`src/rtl/spi_slave_if_if.sv`:
```
`default_nettype none
// ============================================================================
// Module   : spi_slave_if_if
// Purpose  : Bundles the SPI pins and the RAM-side frame/read-back signals of
//            the SPI slave front end.
// Ports    : SS_n, MOSI, MISO  - SPI serial pins
//            rx_data, rx_valid - completed command frame towards the RAM
//            tx_data, tx_valid - read data coming back from the RAM
// Modports : slave  - the SPI slave front end
//            master - the SPI master plus the RAM stage (environment side)
// Revision : 1.0 - initial release
// ============================================================================
interface spi_slave_if_if #(
  parameter int FRAME_W = 10,
  parameter int DATA_W  = 8
);
  logic               SS_n;
  logic               MOSI;
  logic               MISO;
  logic [FRAME_W-1:0] rx_data;
  logic               rx_valid;
  logic [DATA_W-1:0]  tx_data;
  logic               tx_valid;

  modport slave (
    input  SS_n,
    input  MOSI,
    output MISO,
    output rx_data,
    output rx_valid,
    input  tx_data,
    input  tx_valid
  );

  modport master (
    output SS_n,
    output MOSI,
    input  MISO,
    input  rx_data,
    input  rx_valid,
    output tx_data,
    output tx_valid
  );
endinterface
`default_nettype wire

```
`src/rtl/spi_slave_if.sv`:
```
`default_nettype none
// ============================================================================
// Module   : spi_slave_if
// Purpose  : SPI slave front end for the single-port RAM subsystem.
//            Deserialises FRAME_W-bit command frames (MSB first) while SS_n
//            is low, presents each completed frame on rx_data with a
//            one-cycle rx_valid, and for read-data commands serialises the
//            RAM's DATA_W-bit answer onto MISO, MSB first.
// Ports    : clk - SPI serial clock, all logic on the rising edge
//            rst - asynchronous reset, active-high
//            bus - spi_slave_if_if.slave (SS_n, MOSI, MISO, rx_data,
//                  rx_valid, tx_data, tx_valid)
// Revision : 1.0 - initial release
// ============================================================================
module spi_slave_if #(
  parameter int FRAME_W = 10,
  parameter int DATA_W  = 8
) (
  input  wire logic     clk,
  input  wire logic     rst,
  spi_slave_if_if.slave bus
);

  localparam int              c_CNT_W    = 4;
  localparam int              c_TXC_W    = $clog2(DATA_W);
  // Bit counter value at which the last (LSB) frame bit is on MOSI.
  localparam logic [c_CNT_W-1:0] c_LAST_BIT = c_CNT_W'(FRAME_W - 1);
  // Number of bits still to send after the MSB has been driven.
  localparam logic [c_TXC_W-1:0] c_TX_LAST  = c_TXC_W'(DATA_W - 1);

  typedef enum logic [2:0] {
    ST_IDLE      = 3'd0,
    ST_CHK_CMD   = 3'd1,
    ST_WRITE     = 3'd2,
    ST_READ_ADD  = 3'd3,
    ST_READ_DATA = 3'd4
  } state_t;

  state_t               r_state;
  logic [FRAME_W-2:0]   r_shift;        // bits received so far, MSB first
  logic [c_CNT_W-1:0]   r_bit_cnt;      // bits already shifted in this frame
  logic                 r_frame_done;   // frame complete, ignore further MOSI
  logic [FRAME_W-1:0]   r_rx_data;
  logic                 r_rx_valid;
  logic                 r_rd_addr_flag; // next bit9=1 frame is a read-data
  logic                 r_tx_pend;      // waiting for the RAM read data
  logic                 r_tx_busy;      // read-back serialiser running
  logic [c_TXC_W-1:0]   r_tx_cnt;
  logic [DATA_W-1:0]    r_tx_shift;
  logic                 r_miso;

  always_ff @(posedge clk or posedge rst) begin
    if (rst) begin
      r_state        <= ST_IDLE;
      r_shift        <= '0;
      r_bit_cnt      <= '0;
      r_frame_done   <= 1'b0;
      r_rx_data      <= '0;
      r_rx_valid     <= 1'b0;
      r_rd_addr_flag <= 1'b0;
      r_tx_pend      <= 1'b0;
      r_tx_busy      <= 1'b0;
      r_tx_cnt       <= '0;
      r_tx_shift     <= '0;
      r_miso         <= 1'b0;
    end else begin
      r_rx_valid <= 1'b0;

      if (bus.SS_n) begin
        // Deselect: abort whatever is in flight. The flag and the last
        // completed rx_data survive so an aborted frame leaves no trace.
        r_state      <= ST_IDLE;
        r_bit_cnt    <= '0;
        r_frame_done <= 1'b0;
        r_tx_pend    <= 1'b0;
        r_tx_busy    <= 1'b0;
        r_tx_cnt     <= '0;
        r_miso       <= 1'b0;
      end else begin
        // Read-back serialiser. It looks at the pre-edge tx_pend, so the
        // earliest load is one edge after the read-data frame completes.
        if (r_tx_busy) begin
          if (r_tx_cnt != '0) begin
            r_miso     <= r_tx_shift[DATA_W-1];
            r_tx_shift <= r_tx_shift << 1;
            r_tx_cnt   <= r_tx_cnt - 1'b1;
          end else begin
            r_miso    <= 1'b0;
            r_tx_busy <= 1'b0;
          end
        end else if (r_tx_pend && bus.tx_valid) begin
          r_miso     <= bus.tx_data[DATA_W-1];
          r_tx_shift <= {bus.tx_data[DATA_W-2:0], 1'b0};
          r_tx_cnt   <= c_TX_LAST;
          r_tx_busy  <= 1'b1;
          r_tx_pend  <= 1'b0;
        end

        case (r_state)
          ST_IDLE: begin
            r_state      <= ST_CHK_CMD;
            r_bit_cnt    <= '0;
            r_frame_done <= 1'b0;
          end

          ST_CHK_CMD: begin
            r_shift   <= {{(FRAME_W-2){1'b0}}, bus.MOSI};
            r_bit_cnt <= c_CNT_W'(1);
            if (!bus.MOSI) begin
              r_state <= ST_WRITE;
            end else if (!r_rd_addr_flag) begin
              r_state <= ST_READ_ADD;
            end else begin
              r_state <= ST_READ_DATA;
            end
          end

          ST_WRITE, ST_READ_ADD, ST_READ_DATA: begin
            if (!r_frame_done) begin
              if (r_bit_cnt == c_LAST_BIT) begin
                r_rx_data    <= {r_shift, bus.MOSI};
                r_rx_valid   <= 1'b1;
                r_frame_done <= 1'b1;
                // Read routing follows the state, not the received bit 8.
                if (r_state == ST_READ_ADD) begin
                  r_rd_addr_flag <= 1'b1;
                end
                if (r_state == ST_READ_DATA) begin
                  r_rd_addr_flag <= 1'b0;
                  r_tx_pend      <= 1'b1;
                end
              end else begin
                r_shift   <= {r_shift[FRAME_W-3:0], bus.MOSI};
                r_bit_cnt <= r_bit_cnt + 1'b1;
              end
            end
          end

          default: begin
            r_state <= ST_IDLE;
          end
        endcase
      end
    end
  end

  assign bus.MISO     = r_miso;
  assign bus.rx_data  = r_rx_data;
  assign bus.rx_valid = r_rx_valid;

endmodule
`default_nettype wire

```
`src/flat_wrapper.sv`:
```
// flat-port wrapper written by rule: the top's interface ports become plain ports
module spi_slave_if_flat 
#(
  parameter int FRAME_W = 10,
  parameter int DATA_W  = 8
)
  (clk, rst, bus_SS_n, bus_MOSI, bus_MISO, bus_rx_data, bus_rx_valid, bus_tx_data, bus_tx_valid);
  spi_slave_if_if #(.FRAME_W(FRAME_W), .DATA_W(DATA_W)) bus_i ();
  input  wire logic clk;
  input  wire logic rst;
  input wire logic [$bits(bus_i.SS_n)-1:0] bus_SS_n;
  input wire logic [$bits(bus_i.MOSI)-1:0] bus_MOSI;
  output wire logic [$bits(bus_i.MISO)-1:0] bus_MISO;
  output wire logic [$bits(bus_i.rx_data)-1:0] bus_rx_data;
  output wire logic [$bits(bus_i.rx_valid)-1:0] bus_rx_valid;
  input wire logic [$bits(bus_i.tx_data)-1:0] bus_tx_data;
  input wire logic [$bits(bus_i.tx_valid)-1:0] bus_tx_valid;
  assign bus_i.SS_n = bus_SS_n;
  assign bus_i.MOSI = bus_MOSI;
  assign bus_MISO = bus_i.MISO;
  assign bus_rx_data = bus_i.rx_data;
  assign bus_rx_valid = bus_i.rx_valid;
  assign bus_i.tx_data = bus_tx_data;
  assign bus_i.tx_valid = bus_tx_valid;
  spi_slave_if #(.FRAME_W(FRAME_W), .DATA_W(DATA_W)) u_core (.clk(clk), .rst(rst), .bus(bus_i));
endmodule
```
`config.mk`:
```
export PLATFORM = sky130hd
export DESIGN_NAME = spi_slave_if_flat
export DESIGN_NICKNAME = d
export VERILOG_FILES = /design/src/rtl/spi_slave_if_if.sv /design/src/rtl/spi_slave_if.sv /design/src/flat_wrapper.sv
export SDC_FILE = /design/constraint.sdc
export NUM_CORES = 1
export LEC_CHECK = 0
export ABC_CLOCK_PERIOD_IN_PS = 1700
export BUFFER_PORTS_ARGS = -buffer_cell sky130_fd_sc_hd__buf_2
export CAP_MARGIN = 20
export CORE_UTILIZATION = 40
export DETAILED_ROUTE_END_ITERATION = 12
export GPL_TIMING_DRIVEN = 0
export MAX_ROUTING_LAYER = met4
export SLEW_MARGIN = 20
export SYNTH_ARGS = -nofsm -noshare
export SYNTH_HDL_FRONTEND = slang
export SYNTH_SLANG_ARGS = --single-unit
```
`constraint.sdc`:
```
create_clock -name clk -period 1.7 [get_ports clk]
set_input_delay 0.34 -clock clk [delete_from_list [all_inputs] [get_ports clk]]
set_output_delay 0.34 -clock clk [all_outputs]
set_load 0.01 [all_outputs]
```
After elaboration in Yosys (flattened, before gate mapping)
Index checks and enable logic that the tools add are counted.
{"block": "op_classes", "addsub": 2, "mul": 0, "div_mod_pow": 0, "n_lt_le_gt_ge": 0, "eq_ne": 12, "shifts": 0, "mux": 42, "bitwise": 2, "n_reduce_logical": 16}
{"cell": "$mux W8", "n": 3}
{"cell": "$mux W1", "n": 23}
{"cell": "$mux W3", "n": 7}
{"cell": "$mux W9", "n": 2}
{"cell": "$pmux W9 S2", "n": 1}
{"cell": "$mux W4", "n": 3}
{"cell": "$pmux W4 S3", "n": 1}
{"cell": "$ne A3 B3 Y1 const B", "n": 3}
{"cell": "$pmux W3 S3", "n": 1}
{"cell": "$reduce_bool A3 Y1", "n": 3}
{"cell": "$ne A2 B2 Y1 const B", "n": 4}
{"cell": "$reduce_and A4 Y1", "n": 2}
{"cell": "$eq A3 B2 Y1 const B", "n": 2}
{"cell": "$reduce_and A3 Y1", "n": 2}
{"cell": "$reduce_bool A2 Y1", "n": 3}
{"cell": "$reduce_and A5 Y1", "n": 1}
{"cell": "$add A4 B1 Y4 const B", "n": 1}
{"cell": "$eq A4 B4 Y1 const B", "n": 1}
{"cell": "$reduce_bool A4 Y1", "n": 1}
{"cell": "$eq A3 B1 Y1 const B", "n": 1}
{"cell": "$eq A3 B3 Y1 const B", "n": 1}
{"cell": "$logic_not A3 Y1", "n": 1}
{"cell": "$reduce_or A3 Y1", "n": 1}
{"cell": "$sub A3 B1 Y3 const B", "n": 1}
{"cell": "4 further kinds", "n": 5}
{"block": "word_totals", "regBits": 43, "latchBits": 0, "mem_bits_rw": 0, "romBits": 0, "input_bits": 13, "out_inout_bits": 12, "mem_count": 0}

Depth between registers and ports, before layout
{"block": "logic_depth", "depth_word": 8, "mapped_depth": 7}

Worst setup path before layout
Ideal clock, no wire load.
{"block": "synth_timing", "kind": "reg2reg", "startpoint": "register u_core.r_bit_cnt[0]", "endpoint": "register u_core.r_shift[0]", "t_arrival_ps": 1658, "required_time_ps": 1575, "path_slack_ps": -83, "path_stages_with_launch": 6, "n_path_buf": 0, "period_less_slack_ps": 1783, "path_cell_list": "dfrtp_1 > ha_1 > nand3b_2 > nand2_1 > o31ai_4 > mux2_4"}
{"block": "synth_via", "elab_chain_len": 3}
{"element": "start: declaration", "line_no": "spi_slave_if.sv:41", "source": "logic [c_CNT_W-1:0] r_bit_cnt;"}
{"element": "start signal: assignment", "line_no": "spi_slave_if.sv:108", "source": "r_bit_cnt <= c_CNT_W'(1);"}
{"element": "start signal: assignment", "line_no": "spi_slave_if.sv:134", "source": "r_bit_cnt <= r_bit_cnt + 1'b1;"}
{"element": "$eq A4 B4 Y1", "line_no": "spi_slave_if.sv:120", "source": "if (r_bit_cnt == c_LAST_BIT) begin"}
{"element": "$ne A2 B2 Y1 (no source line)"}
{"element": "$reduce_and A4 Y1 (no source line)"}
{"element": "end signal: assignment", "line_no": "spi_slave_if.sv:107", "source": "r_shift <= {{(FRAME_W-2){1'b0}}, bus.MOSI};"}
{"element": "end signal: assignment", "line_no": "spi_slave_if.sv:133", "source": "r_shift <= {r_shift[FRAME_W-3:0], bus.MOSI};"}
{"element": "end: declaration", "line_no": "spi_slave_if.sv:40", "source": "logic [FRAME_W-2:0] r_shift;"}
No other way between the ends.
A chain may end at the register's enable or synchronous reset.

Final worst setup path
{"block": "layout_timing", "startpoint": "register u_core.r_bit_cnt[0]", "endpoint": "register u_core.r_shift[3]"}
The elaborated chain is that of the path after synthesis.

==> results.toml <==
[power]
power_leakage_nw = 1.34
p_per_area_nw_per_um2 = 845
power_mw = 2.31
ir_drop_uv = 358

[final_layout]
most-common-layout-cells = "dfrtp_1 (40), buf_2 (24), buf_4 (16), mux2_2 (16), nand2_1 (14)"
layout-drive-gt1-share_pct = 45.3
antenna_cells = 0
syn2layout_area_growth_pct = 29.6
n_fill_cell = 438
nNetsFinal = 252
utilization_pct = 53.8
final_common_cell = "dfrtp_1"

[setup_path]
crit_path_end_kind = "flip-flop"
r2r_start = "u_core.r_bit_cnt[0]$_DFFE_PP0P_"
cp_max_fo = 8
crit_start = "u_core.r_bit_cnt[0]$_DFFE_PP0P_"
cp-start-kind = "flip-flop"
arrival_ns = 1.84
cp_top_family = "flip-flops"
cp_slowest_cell = "dfrtp_2"
crit_type = "reg -> reg"
cpPeakStageDelay_ns = 0.44
crit_buf_inv = 1
worstPathCellList = "ha_2, nand3b_4, nand2_4, o31ai_4, buf_12, mux2_4"
worstPathRequired_ns = 1.88

[logic_synthesis]
syn-instance-count = 188
synth_flop_cell = "dfrtp_1"
yosysUniqueCellTypes = 42
postSynthNetCount = 205
yosysSeqAreaShare_pct = 49.9
synth_edf_count = 0
synth_area_um2 = 2110
synth_seq_cells = 42
syn_area_per_cell_um2 = 11.2
async_reset_ff_share_pct = 100
ys_warn_count = 0

[status]
status = "completed"

[clock_network]
cts-root-buf = "clkbuf_8"
clkLatencyLatePin_ns = 0.29
cts_tree = "yes"
clk_pin_slew_worst_paths_ns = 0.09
h-tree-depth = 2
clockBufferDepth = 2
clkSinkCount = 42
hold_buffers = 0
cts_buffers = 5

[detailed_routing]
drtPass1Iterations = 4
drtIter0Drc = 86
detail_route.vias_per_cell = 5.05
routed_wl_um = 4250
ant_nets = 0
vias = 1544
drc = 0
wire_per_inst_um = 13.9

[global_route]
gr-usage-all-layers_pct = 16.3
antenna_found_initial = 0
grt-ovfl-total = 0
grt_start_max_net_pins = 23
grt_pass1_wl_um = 6650
grt_pass1_vias = 1430

[job]
maxCapViolCount = 0

[sta]
fmax_mhz = 604
finalCritPeriodShare_pct = 97.4
setup_ws_ns = 0.0436
tightest_slew_ns = 0.612
fin_crit_ns = 1.66
setup_viol = 0
slew_headroom_pct = 59.2
drv_slew = 0
finalHoldViolations = 0
rsz0062_at_grt = "true"
finalClockSkew_ns = 0.00907

[place]
io_buffers = 24
dpl.hpwl_um = 2800
place_congestion = 0.764
post-place-ws_ns = -0.229

[floorplanning]
die_h_um = 74.6
initial_core_util_pct = 41.5
chipWidth_um = 74.6
pin_count = 25
core_um2 = 5070
core.rowCount = 26
dieArea_um2 = 5560

[min_path]
hp-class = "in -> async"
==> sequential cells by signal (all words and copies together) (netlist names) <==
name and flops:
u_core.bus.rx_data 10, u_core.r_shift 9, u_core.r_tx_shift 7, u_core.r_bit_cnt 4, u_core.r_state 3, u_core.r_tx_cnt 3, u_core.bus.MISO 1, u_core.bus.rx_valid 1
u_core.r_frame_done 1, u_core.r_rd_addr_flag 1, u_core.r_tx_busy 1, u_core.r_tx_pend 1
==> kinds of logic (layout without fill, tap and decap cells) <==
| family | after synthesis | in the layout | synth area share [%] |
|---|---|---|---|
| compound gates | 27 | 27 | 9.20 |
| xor+xnor | 1 | 1 | 0.416 |
| fa+ha+maj | 4 | 4 | 2.38 |
| buf+inv | 22 | 70 | 4.69 |
| flops | 42 | 42 | 49.9 |
| mux | 33 | 33 | 18.0 |
| simple gates | 59 | 59 | 15.4 |
==> area by class of cell <==
cell class	instances	area, um^2	share of cell area [%]
multi-input combinational	124	1080	39.5
clock buffer	5	68.8	2.52
sequential	42	1050	38.6
timing repair buffer	42	292	10.7
clock inverter	3	43.8	1.60
inverter	12	45.0	1.65
tap	70	87.6	3.21
buffer	8	61.3	2.25
==> power by group <==
| group | switching (mW) | leakage, nW | internal, mW |
|---|---|---|---|
| combinational | 0.213 | 0.707 | 0.211 |
| clock | 0.356 | 0.0585 | 0.440 |
| sequential | 0.0382 | 0.570 | 1.05 |
==> worst reg2reg max path, stage by stage (launching register included) <==
cell and delay, ns:
dfrtp_2 0.44, ha_2 0.21, nand3b_4 0.14, nand2_4 0.08, o31ai_4 0.22, buf_12 0.17, mux2_4 0.30
==> through the flow <==
step	hold WS (ns)	std cells	setup TNS, ns	instance area, um^2
6_report	0.0638	306	0	2730
5_1_grt	0.0878	306	-0.0312	2730
4_1_cts	0.0792	296	0	2570
3_5_place_dp	0.400	283	-3.14	2360
3_3_place_gp	0.483	282	-12.52	2340
2_1_floorplan	0.459	188	-0.180	2130
==> Yosys cell counts (2+ instances only) <==
library cell / instances / share of area, %
a21oi_1: 6 / 1.4
mux2_2: 23 / 12
nand4b_1: 2 / 0.83
dfrtp_1: 42 / 50
buf_4: 2 / 0.71
nor2_1: 12 / 2.1
nand2b_1: 4 / 1.2
clkbuf_1: 5 / 0.89
a31oi_1: 4 / 1.2
or2_2: 2 / 0.59
a211oi_1: 2 / 0.71
nor2b_1: 3 / 0.89
nor3_1: 3 / 0.71
a311oi_1: 2 / 0.83
nand2_1: 16 / 2.9
nand3_1: 4 / 0.95
mux2_4: 4 / 2.9
or3_1: 2 / 0.59
nand3b_1: 2 / 0.71
mux2i_1: 6 / 2.9
ha_1: 4 / 2.4
o21ai_0: 5 / 1.2
a21o_1: 2 / 0.71
a22o_1: 2 / 0.83
inv_1: 12 / 2.1
==> metal layers <==
metal  vias up  track usage (%)  part of all wire, %
met5         -                -                    0
met4         0             4.40                  1.1
met3         9             3.79                  2.8
met2        29             25.0                   47
met1       752             21.5                   49
li1        754                -                    -
==> worst paths after layout <==
kind | end | slack (ns) | depth (start not counted)
min in group clk | u_core.r_shift[0]$_DFFE_PP0P_ | 0.36 | 2
setup reg to reg | u_core.r_shift[3]$_DFFE_PP0P_ | 0.04 | 6
setup / recovery | u_core.r_shift[3]$_DFFE_PP0P_ | 0.04 | 6
hold / removal | u_core.bus.rx_data[2]$_DFFE_PP0P_ | 0.06 | 2
hold reg to reg | u_core.bus.rx_data[4]$_DFFE_PP0P_ | 0.50 | 1
max in group asynchronous | u_core.r_state[2]$_DFFE_PP0P_ | 1.15 | 3
==> what timing repair did <==
action / in CTS / in global routing
setup buffers: 6 / 10
cloned: 0 / 1
endpoints found under the setup margin: 26 / 23
endpoints found under the hold margin: 0 / 0
resized for setup: 10 / 26
pin swaps: 2 / 2
No activity file was read; power rests on OpenSTA's default activity.
